===== src/rtl/bsg_manycore_io_mux.sv =====
// Spreads the single host loader link across the enabled manycore top-row I/O ports.
// Host requests are dispatched round-robin under per-port credit limits; mesh traffic is merged round-robin.
module bsg_manycore_io_mux
  #(parameter int addr_width_p      = 16
  , parameter int data_width_p      = 32
  , parameter int x_cord_width_p    = 4
  , parameter int y_cord_width_p    = 4
  , parameter int num_io_p          = 4
  , parameter logic [num_io_p-1:0] io_en_mask_p = {num_io_p{1'b1}}
  , parameter int max_out_credits_p = 16
  , parameter int return_fifo_els_p = 16
  , localparam int fwd_pkt_width_lp  = 2 + addr_width_p + data_width_p + 2*(x_cord_width_p + y_cord_width_p)
  , localparam int rev_pkt_width_lp  = 2 + data_width_p + x_cord_width_p + y_cord_width_p
  , localparam int link_sif_width_lp = fwd_pkt_width_lp + rev_pkt_width_lp + 4
  , localparam int credit_width_lp   = $clog2(max_out_credits_p + 1))
  (input  logic                                        clk_i
  , input  logic                                       reset_i
  , input  logic [link_sif_width_lp-1:0]               host_link_sif_i
  , output logic [link_sif_width_lp-1:0]               host_link_sif_o
  , input  logic [num_io_p-1:0][link_sif_width_lp-1:0] io_link_sif_i
  , output logic [num_io_p-1:0][link_sif_width_lp-1:0] io_link_sif_o
  , output logic [num_io_p-1:0][credit_width_lp-1:0]   out_credits_o
  , output logic [15:0]                                stray_count_o
  , output logic                                       stray_err_o
  , output logic                                       idle_o
  );

  localparam int id_width_lp       = (num_io_p > 1) ? $clog2(num_io_p) : 1;
  localparam int fifo_ptr_width_lp = (return_fifo_els_p > 1) ? $clog2(return_fifo_els_p) : 1;
  localparam int fifo_cnt_width_lp = $clog2(return_fifo_els_p + 1);

  // First requester at or after ptr, wrapping; MSB of the result flags "found".
  function automatic logic [id_width_lp:0] rr_pick(input logic [num_io_p-1:0] req,
                                                   input logic [id_width_lp-1:0] ptr);
    logic [id_width_lp:0] res;
    int idx;
    res = '0;
    for (int i = num_io_p-1; i >= 0; i--) begin
      idx = (int'(ptr) + i) % num_io_p;
      if (req[idx]) res = {1'b1, id_width_lp'(idx)};
    end
    return res;
  endfunction

  function automatic logic [id_width_lp-1:0] next_enabled(input logic [id_width_lp-1:0] w);
    logic [id_width_lp-1:0] res;
    int idx;
    res = w;
    for (int i = num_io_p; i >= 1; i--) begin
      idx = (int'(w) + i) % num_io_p;
      if (io_en_mask_p[idx]) res = id_width_lp'(idx);
    end
    return res;
  endfunction

  function automatic logic [id_width_lp-1:0] first_enabled();
    logic [id_width_lp-1:0] res;
    res = '0;
    for (int i = num_io_p-1; i >= 0; i--)
      if (io_en_mask_p[i]) res = id_width_lp'(i);
    return res;
  endfunction

  localparam logic [id_width_lp-1:0] first_en_lp = first_enabled();

  logic                        from_host_fwd_v, from_host_fwd_ready, from_host_rev_v, from_host_rev_ready;
  logic [fwd_pkt_width_lp-1:0] from_host_fwd_data;
  logic [rev_pkt_width_lp-1:0] from_host_rev_data;

  assign {from_host_fwd_v, from_host_fwd_data, from_host_fwd_ready,
          from_host_rev_v, from_host_rev_data, from_host_rev_ready} = host_link_sif_i;

  logic [num_io_p-1:0]         from_io_fwd_v, from_io_fwd_ready, from_io_rev_v, from_io_rev_ready;
  logic [fwd_pkt_width_lp-1:0] from_io_fwd_data [num_io_p];
  logic [rev_pkt_width_lp-1:0] from_io_rev_data [num_io_p];
  logic [num_io_p-1:0]         to_io_fwd_v, to_io_fwd_ready, to_io_rev_v, to_io_rev_ready;
  logic [num_io_p-1:0]         fwd_elig, cred_inc, cred_dec;
  logic [credit_width_lp-1:0]  credits_r [num_io_p];

  logic [id_width_lp-1:0] fwd_ptr_r, rev_ptr_r, mfwd_ptr_r;
  logic [id_width_lp:0]   fwd_pick, rev_pick, mfwd_pick;
  logic [id_width_lp-1:0] fwd_win, rev_win, mfwd_win, fifo_head;
  logic                   fwd_any, rev_any, mfwd_any;
  logic                   fwd_hs, rev_hs, mfwd_hs, fifo_pop, fifo_can_push, fifo_nonempty;
  logic                   to_host_fwd_v, to_host_fwd_ready, to_host_rev_v, to_host_rev_ready;

  // Host to mesh requests
  assign fwd_pick          = rr_pick(fwd_elig, fwd_ptr_r);
  assign fwd_any           = fwd_pick[id_width_lp];
  assign fwd_win           = fwd_pick[id_width_lp-1:0];
  assign to_host_fwd_ready = fwd_any & ~reset_i;
  assign fwd_hs            = from_host_fwd_v & to_host_fwd_ready;

  // Mesh to host responses
  assign rev_pick      = rr_pick(from_io_rev_v & io_en_mask_p, rev_ptr_r);
  assign rev_any       = rev_pick[id_width_lp];
  assign rev_win       = rev_pick[id_width_lp-1:0];
  assign to_host_rev_v = rev_any & ~reset_i;
  assign rev_hs        = to_host_rev_v & from_host_rev_ready;

  // Mesh to host requests; a push may reuse the slot freed by a same-cycle pop
  assign mfwd_pick     = rr_pick(from_io_fwd_v & io_en_mask_p, mfwd_ptr_r);
  assign mfwd_any      = mfwd_pick[id_width_lp];
  assign mfwd_win      = mfwd_pick[id_width_lp-1:0];
  assign to_host_fwd_v = mfwd_any & fifo_can_push & ~reset_i;
  assign mfwd_hs       = to_host_fwd_v & from_host_fwd_ready;

  // Host to mesh responses, steered in order to the requesting port
  assign to_host_rev_ready = fifo_nonempty & from_io_rev_ready[fifo_head] & ~reset_i;
  assign fifo_pop          = from_host_rev_v & to_host_rev_ready;

  assign host_link_sif_o = {to_host_fwd_v, from_io_fwd_data[mfwd_win], to_host_fwd_ready,
                            to_host_rev_v, from_io_rev_data[rev_win], to_host_rev_ready};

  genvar gi;
  generate
    for (gi = 0; gi < num_io_p; gi++) begin : g_port
      assign {from_io_fwd_v[gi], from_io_fwd_data[gi], from_io_fwd_ready[gi],
              from_io_rev_v[gi], from_io_rev_data[gi], from_io_rev_ready[gi]} = io_link_sif_i[gi];

      assign fwd_elig[gi] = io_en_mask_p[gi] & from_io_fwd_ready[gi]
                          & (credits_r[gi] < credit_width_lp'(max_out_credits_p));
      assign cred_inc[gi] = fwd_hs & (fwd_win == id_width_lp'(gi));
      assign cred_dec[gi] = rev_hs & (rev_win == id_width_lp'(gi));

      // Disabled ports swallow everything and never drive a valid
      assign to_io_fwd_v[gi]     = cred_inc[gi];
      assign to_io_rev_v[gi]     = fifo_pop & (fifo_head == id_width_lp'(gi)) & io_en_mask_p[gi];
      assign to_io_fwd_ready[gi] = io_en_mask_p[gi] ? (mfwd_hs & (mfwd_win == id_width_lp'(gi))) : 1'b1;
      assign to_io_rev_ready[gi] = io_en_mask_p[gi] ? cred_dec[gi] : 1'b1;

      assign io_link_sif_o[gi] = {to_io_fwd_v[gi], from_host_fwd_data, to_io_fwd_ready[gi],
                                  to_io_rev_v[gi], from_host_rev_data, to_io_rev_ready[gi]};

      always_ff @(posedge clk_i or posedge reset_i) begin
        if (reset_i)
          credits_r[gi] <= '0;
        else if (cred_inc[gi] & ~cred_dec[gi])
          credits_r[gi] <= credits_r[gi] + credit_width_lp'(1);
        else if (cred_dec[gi] & ~cred_inc[gi] & (credits_r[gi] != '0))
          credits_r[gi] <= credits_r[gi] - credit_width_lp'(1);
      end

      assign out_credits_o[gi] = credits_r[gi];

      assert property (@(posedge clk_i) disable iff (reset_i)
                       !(cred_dec[gi] && !cred_inc[gi] && (credits_r[gi] == '0)));
    end
  endgenerate

  always_ff @(posedge clk_i or posedge reset_i) begin
    if (reset_i) begin
      fwd_ptr_r  <= first_en_lp;
      rev_ptr_r  <= first_en_lp;
      mfwd_ptr_r <= first_en_lp;
    end else begin
      if (fwd_hs)  fwd_ptr_r  <= next_enabled(fwd_win);
      if (rev_hs)  rev_ptr_r  <= next_enabled(rev_win);
      if (mfwd_hs) mfwd_ptr_r <= next_enabled(mfwd_win);
    end
  end

  logic [id_width_lp-1:0]       fifo_mem [return_fifo_els_p];
  logic [fifo_ptr_width_lp-1:0] fifo_wr_r, fifo_rd_r;
  logic [fifo_cnt_width_lp-1:0] fifo_cnt_r;

  function automatic logic [fifo_ptr_width_lp-1:0] fifo_ptr_inc(input logic [fifo_ptr_width_lp-1:0] p);
    return (p == fifo_ptr_width_lp'(return_fifo_els_p - 1)) ? '0 : p + fifo_ptr_width_lp'(1);
  endfunction

  assign fifo_nonempty = (fifo_cnt_r != '0);
  assign fifo_can_push = (fifo_cnt_r != fifo_cnt_width_lp'(return_fifo_els_p)) | fifo_pop;
  assign fifo_head     = fifo_mem[fifo_rd_r];

  always_ff @(posedge clk_i) begin
    if (mfwd_hs) fifo_mem[fifo_wr_r] <= mfwd_win;
  end

  always_ff @(posedge clk_i or posedge reset_i) begin
    if (reset_i) begin
      fifo_wr_r  <= '0;
      fifo_rd_r  <= '0;
      fifo_cnt_r <= '0;
    end else begin
      if (mfwd_hs)  fifo_wr_r <= fifo_ptr_inc(fifo_wr_r);
      if (fifo_pop) fifo_rd_r <= fifo_ptr_inc(fifo_rd_r);
      if (mfwd_hs & ~fifo_pop)      fifo_cnt_r <= fifo_cnt_r + fifo_cnt_width_lp'(1);
      else if (fifo_pop & ~mfwd_hs) fifo_cnt_r <= fifo_cnt_r - fifo_cnt_width_lp'(1);
    end
  end

  logic [num_io_p-1:0] stray_hits;
  logic [16:0]         stray_sum;
  logic [15:0]         stray_count_r;
  logic                stray_err_r;

  assign stray_hits = from_io_fwd_v & ~io_en_mask_p;
  assign stray_sum  = {1'b0, stray_count_r} + 17'($countones(stray_hits));

  always_ff @(posedge clk_i or posedge reset_i) begin
    if (reset_i) begin
      stray_count_r <= '0;
      stray_err_r   <= 1'b0;
    end else begin
      stray_count_r <= stray_sum[16] ? 16'hFFFF : stray_sum[15:0];
      stray_err_r   <= stray_err_r | (|stray_hits);
    end
  end

  assign stray_count_o = stray_count_r;
  assign stray_err_o   = stray_err_r;

  always_comb begin
    idle_o = ~fifo_nonempty;
    for (int i = 0; i < num_io_p; i++)
      if (credits_r[i] != '0) idle_o = 1'b0;
  end

endmodule


===== config.mk =====
export PLATFORM = sky130hd
export DESIGN_NAME = bsg_manycore_io_mux
export DESIGN_NICKNAME = d
export VERILOG_FILES = /design/src/rtl/bsg_manycore_io_mux.sv
export SDC_FILE = /design/constraint.sdc
export NUM_CORES = 1
export LEC_CHECK = 0
export CORE_AREA = 8 8 450 452
export DETAILED_ROUTE_END_ITERATION = 8
export DIE_AREA = 0 0 458 460
export GPL_TIMING_DRIVEN = 0
export HOLD_SLACK_MARGIN = 0.05
export PLACE_DENSITY_LB_ADDON = 0.3
export SETUP_SLACK_MARGIN = 0.3
export SLEW_MARGIN = 20
export SYNTH_ARGS = -nofsm -noshare
export SYNTH_HDL_FRONTEND = slang
export SYNTH_SLANG_ARGS = --single-unit

===== constraint.sdc =====
create_clock -name clk_i -period 4.8 [get_ports clk_i]
set_input_delay 0.48 -clock clk_i [delete_from_list [all_inputs] [get_ports clk_i]]
set_output_delay 0.48 -clock clk_i [all_outputs]
set_load 0.005 [all_outputs]

* Word level (Yosys, flattened, before mapping)
Memory sizes are Yosys's and may differ from the RTL's.
Index checks and enable logic that the tools add are counted.
Widths: inputs -> output; s select.
** Storage, ports and cells
- Bits of input ports :: 562
- Logic and storage cells :: 324
- Output and inout bits :: 598
- Memories kept :: 1
- Memory bits (writable) :: 32
- Register bits after elaboration :: 39
** Memory list
- fifo_mem :: depth 16, width 2, read ports 1, clocked after Yosys merged registers in 0, wr ports 1, line 163 : logic [id_width_lp-1:0] fifo_mem [return_fifo_els_p];
** Operators by class
- Add/subtract/negate cells :: 33
- Magnitude comparators :: 31
- Bitwise operators :: 80
- Muxes and demuxes :: 119
- Reduce and logical (&&, ||, !) cells :: 35
- Eq/ne operators :: 15
** Operator list (count)
- $bmux 66 s2 :: 1
- $mux 66 :: 2
- $bmux 42 s2 :: 1
- $lt 3x4->1 const B :: 21
- $mux 42 :: 2
- $mux 1 :: 52
- $bmux 1 s2 :: 25
- $mux 5 :: 10
- $and 1x1->1 :: 44
- $reduce_or 2->1 :: 21
- $mux 3 :: 12
- $add 5x1->5 const B :: 5
- $reduce_bool 5->1 :: 5
- $sub 5x1->5 const B :: 5
- $add 2x2->2 const B :: 12
- $mux 2 :: 12
- $and 1x1->1 const A :: 21
- $lt 5x5->1 const B :: 4
- $add 2x1->2 const B :: 9
- $eq 2x2->1 const B :: 8
- $lt 2x3->1 const B :: 4
- $not 1->1 :: 12
- $reduce_bool 2->1 :: 5
- $add 4x1->4 const B :: 2
- other kinds (8) :: 18

* Logic depth before layout (Yosys ltp)
- Depth in word-level cells :: 20
- Mapped depth :: 15
- Depth with buffers taken out :: 15

* Worst setup path after synthesis
OpenSTA, ideal clock, no wires.
- Kind :: input to register
- Start point :: input reset_i
- End point :: register fifo_cnt_r[4]
- Cell stages on the path :: 14
- Arrival time :: 3.743 ns
- Slack :: 0.934 ns
- Path through :: inv_1 o211ai_1 nor3_1 o221ai_4 a31oi_4 buf_4 ha_1 inv_1 fa_1 a21o_1 a21oi_1 xnor2_1 nor2_1 xnor2_1
** On the way
- Longest elaborated chain between the ends :: 10
** Ends and longest elaborated chain
- start: declaration :: line 17 : , input logic reset_i
- $not 1->1 (*) :: line 105, 109
- $and 1x1->1 :: line 109 : assign to_host_rev_ready = fifo_nonempty & from_io_rev_ready[fifo_head] & ~reset_i;
- $and 1x1->1 :: line 110 : assign fifo_pop = from_host_rev_v & to_host_rev_ready;
- $or 1x1->1 :: line 172 : assign fifo_can_push = (fifo_cnt_r != fifo_cnt_width_lp'(return_fifo_els_p)) | fifo_pop;
- $and 1x1->1 :: line 105 : assign to_host_fwd_v = mfwd_any & fifo_can_push & ~reset_i;
- $and 1x1->1 (*) :: line 105
- $and 1x1->1 (*) :: line 106 : assign mfwd_hs = to_host_fwd_v & from_host_fwd_ready;
- named net mfwd_hs :: line 84 : logic fwd_hs, rev_hs, mfwd_hs, fifo_pop, fifo_can_push, fifo_nonempty;
- $not 1->1 :: line 188 : else if (fifo_pop & ~mfwd_hs) fifo_cnt_r <= fifo_cnt_r - fifo_cnt_width_lp'(1);
- $and 1x1->1 :: line 188
- $reduce_bool 2->1 (no line)
- end signal: assignment :: line 187 : if (mfwd_hs & ~fifo_pop) fifo_cnt_r <= fifo_cnt_r + fifo_cnt_width_lp'(1);
- end signal: assignment :: line 188
- end: declaration :: line 165 : logic [fifo_cnt_width_lp-1:0] fifo_cnt_r;
Mark *: on every way through the listed nets, which the timed path passes. The rest lies on a longest branch.
A chain may end at the register's enable or synchronous reset.

* Worst setup path in the final report
- Start point :: input io_link_sif_i[43] (netlist name)
- End point :: register credits_r, in the netlist out_credits_o[4]
** On the way
- Longest elaborated chain between the ends :: 13
** Ends and longest elaborated chain
- start: declaration :: line 20 : , input logic [num_io_p-1:0][link_sif_width_lp-1:0] io_link_sif_i
- $bmux 1 s2 :: line 40 : if (req[idx]) res = {1'b1, id_width_lp'(idx)};
- $mux 1 (not written as such) (2 in series) :: line 40
- $mux 3 (3 in series) :: line 40
- $mux 3 (*) :: line 40
- $and 1x1->1 :: line 98 : assign to_host_rev_v = rev_any & ~reset_i;
- $and 1x1->1 :: line 99 : assign rev_hs = to_host_rev_v & from_host_rev_ready;
- $and 1x1->1 (*) :: line 124 : assign cred_dec[gi] = rev_hs & (rev_win == id_width_lp'(gi));
- $and 1x1->1 / $not 1->1 (equally long branches) :: line 140, 138
- $and 1x1->1, on equally long branches :: line 140, 138
- $reduce_bool 2->1 (no line) / $mux 5 (equally long branches)
- end signal: indexed assignment :: line 139 : credits_r[gi] <= credits_r[gi] + credit_width_lp'(1);
- end signal: indexed assignment :: line 141 : credits_r[gi] <= credits_r[gi] - credit_width_lp'(1);
- end: declaration :: line 78 : logic [credit_width_lp-1:0] credits_r [num_io_p];
Mark *: on every way between the ends. The rest lies on a longest branch, timed or not. The select of a mux whose other input is x is not followed.

==> metrics.md <==
| Metric | Value |
|---|---|
| Synth top cells by count | `buf_4 (456), nand2_1 (447), and3_1 (124)` |
| First-pass GRT wire length | `~150 mm` |
| Inserted Clock Buffers | `9` |
| Final Util | `0.129` |
| Core Area | `between 0.15 and 0.2 mm²` |
| Initial antenna violation count | `28` |
| Final period utilization | `0.890` |
| Area delta synth->final | `127%` |
| Synth Register Bits | `slightly above 70` |
| EDFF count, synth | `32` |
| Final layout net count | `3231` |
| Worst slew pin tran | `approximately 0.97 ns` |
| Max-cap check violation count | `0` |
| Minimum clock period | `4.27 ns` |
| Placed Cells incl. Taps | `slightly above 5000` |
| Slew HR | `0.351` |
| Post-Syn Instances | `roughly 1600` |
| Skew-Pair Late Insertion Delay | `approximately 0.38 ns` |
| GRT Overall Usage | `0.106` |
| Crit path max fanout | `11` |
| WP data required | `about 5 ns` |
| Final antenna-violating net count | `0` |
| Synth unique cells | `62` |
| Chip width | `about 460 µm` |
| Maximum VDD drop | `between 0.15 and 0.2 mV` |
| Hold buffer count at CTS | `0` |
| Clock sink count | `around 70` |
| Top_reg_cell synth | `dfrtp_1` |
| Max Slew Vio Count | `0` |
| Hold Path Class | `flip-flop to flip-flop` |
| Final non-filler cell total | `5201` |
| DRT iter0 DRCs | `~950` |
| Synthesized cell area | `roughly 0.011 mm²` |
| Starting Density | `0.0568` |
| Largest net degree at the start of global routing | `35` |
| Hold_ws | `~0.53 ns` |
| # port buffers | `between 1000 and 1500` |
| Setup violators final | `0` |
| Clk buf depth | `2` |
| Sequential-to-total area share from yosys stat | `0.174` |
| Final Hold Vio Count | `0` |
| Fmax | `roughly 230 MHz` |
| Syn_area_per_cell | `around 7.1 µm²` |
| DRT Pass-1 Iters | `5` |
| FFs w/ async S/R, synth | `0.549` |
| DRC errors left | `0` |
| Vias in the first global route | `15400` |
| Synth top area share | `0.308` |
| CP Class | `primary input to flip-flop` |
| Synth area leaders | `buf_4 (31%), nand2_1 (15%), dfrtp_1 (8.8%)` |
| Leakage | `about 10 nW` |
| GPL Wtd Cong | `between 0.9 and 1` |
| HPWL after DPL | `~110 mm` |
| Yosys warns | `0` |
| CTS tree | `done` |
| Layout cells sized above 1 | `0.212` |
| Clock-pin slew on the worst setup and hold paths | `approximately 0.08 ns` |
| Per-cell routed wire length | `roughly 23 µm` |
| H-tree depth | `3` |
| Max Clock Skew | `approximately 0.028 ns` |
| GRT overflow | `0` |
| Unrepaired setup endpoints after global routing | `true` |
| Row Count | `between 150 and 200` |
| Cell area power density | `~340 mW/mm²` |
| Total die area | `0.211 mm²` |
| Number of fillers in the final layout | `approximately 23000` |
| Critical Path Start Type | `primary input` |
| Top-count cell post-synth | `buf_4` |
| Die H | `around 460 µm` |
| Total number of vias | `around 15000` |
| Routed wire length | `121 mm` |
| IO Pins | `between 1000 and 1500` |
| CTS root buffer | `clkbuf_16` |
| Setup crit end kind | `flip-flop` |
| Result of the run | `finished, final reports clean` |
| Dominant cell type by area after synthesis | `buf_4` |
| Vias/cell | `around 2.9` |
| Arrival time worst endpoint | `around 4.6 ns` |
final timing paths:
kind | slack (ns) | cells after the start | endpoint | start
worst max-delay path | 0.53 | 16 | out_credits_o[4] | io_link_sif_i[43]
worst min-delay path | 0.53 | 2 | fifo_cnt_r[2] | fifo_cnt_r[2]
worst max register to register | 0.71 | 15 | out_credits_o[19] | rev_ptr_r[1]
worst min register to register | 0.53 | 2 | fifo_cnt_r[2] | fifo_cnt_r[2]
max in group asynchronous | 3.74 | 3 | out_credits_o[9] | reset_i
min in group asynchronous | 0.58 | 2 | fifo_wr_r[1] | reset_i
layout make-up:
| cell class | instances | area [µm²] | share of cell area |
|---|---|---|---|
| diodes | 8 | 20.0 | 0.000792 |
| plain buffers | 529 | 3770 | 0.149 |
| clock buffers | 9 | 225 | 0.00891 |
| clock inverters | 7 | 72.6 | 0.00287 |
| inverters | 39 | 156 | 0.00619 |
| multi-input cells | 941 | 5430 | 0.215 |
| flip-flops and latches | 71 | 1940 | 0.0766 |
| well taps | 2557 | 3200 | 0.127 |
| repair buffers | 1040 | 10500 | 0.414 |
layer usage:
metal	track usage	up-vias	routed length (µm)
met5	0	-	47
li1	-	6877	-
met1	0.120	7137	46000
met4	0.0151	8	1250
met2	0.196	804	62400
met3	0.0379	51	11200
worst max-delay path, stage by stage:
cell and delay, ns:
clkdlybuf4s50_1 0.48, nor2b_1 0.18, a21oi_1 0.13, o22ai_1 0.11, a21oi_2 0.41, clkinv_1 0.37, clkbuf_2 0.34, ha_1 0.27
nand2_1 0.31, and2_1 0.23, inv_1 0.11, fa_1 0.42, a21o_1 0.17, a21oi_1 0.18, mux2i_1 0.23, xnor2_1 0.13
logic make-up (layout without fill, tap and decap cells):
logic type,after synthesis,in the layout,synth area share
and+or+nand+nor,644,644,0.257
buffers and inverters,569,1624,0.348
AOI/OAI and AO/OA,183,183,0.112
DFF,71,71,0.174
adders and majority gates,38,38,0.0461
muxes,36,36,0.0448
xor gates and xnor gates,23,23,0.0181
other,1,25,0.000337
state kept, by name (all words and copies together) (netlist names):
register and flops:
out_credits_o 20, fwd_ptr_r 2, mfwd_ptr_r 2, fifo_rd_r 4, fifo_wr_r 4, fifo_cnt_r 5
rev_ptr_r 2, fifo_mem 32
metrics by stage:
| stage | power (W) | cell area, µm² | worst slack (ns) | TNS [ns] |
|---|---|---|---|---|
| 6_report | 0.00855 | 25300 | 0.527 | 0 |
| 5_1_grt | 0.00923 | 25300 | 0.244 | 0 |
| 4_1_cts | 0.00882 | 25200 | 0.272 | 0 |
| 3_5_place_dp | 0.00798 | 24900 | -0.446 | -7.49 |
| 3_3_place_gp | 0.00792 | 24700 | -1.99 | -148.01 |
| 2_1_floorplan | 0.00393 | 11200 | 0.934 | 0 |
report_power, final:
part | switching, W | internal [W] | total [W]
clock | 0.000364 | 0.000368 | 0.000732
sequential | 0.000242 | 0.000854 | 0.00110
combinational | 0.00346 | 0.00326 | 0.00672
layout by cell type (no fill, tap or decap), types with 6 or more instances in the layout:
| cell | Yosys | routed |
|---|---|---|
| a21o_1 | 12 | 12 |
| clkbuf_1 | 63 | 36 |
| conb_1 | 1 | 17 |
| clkdlybuf4s50_1 | 0 | 1034 |
| xnor2_1 | 20 | 20 |
| nand2_1 | 447 | 445 |
| nor3_1 | 6 | 6 |
| clkbuf_16 | 0 | 9 |
| dfrtp_1 | 39 | 39 |
| clkbuf_2 | 0 | 22 |
| mux2i_1 | 10 | 10 |
| nand2b_1 | 8 | 8 |
| nor2_1 | 22 | 22 |
| and2_1 | 17 | 17 |
| and3_1 | 124 | 124 |
| buf_4 | 456 | 456 |
| mux2_2 | 14 | 14 |
| ha_1 | 33 | 33 |
| mux4_2 | 7 | 7 |
| edfxtp_1 | 32 | 32 |
| a21oi_1 | 20 | 18 |
| inv_1 | 36 | 35 |
| o22ai_1 | 8 | 7 |
| o21ai_0 | 6 | 6 |
| a31oi_1 | 110 | 107 |
| diode_2 | 0 | 8 |
timing repair:
| action | 4_1_cts | 5_1_grt |
|---|---|---|
| setup buffers | 0 | 0 |
| setup endpoints to repair | 79 | 24 |
| gates resized for setup | 24 | 22 |
Power figures use the tool's default switching activity.
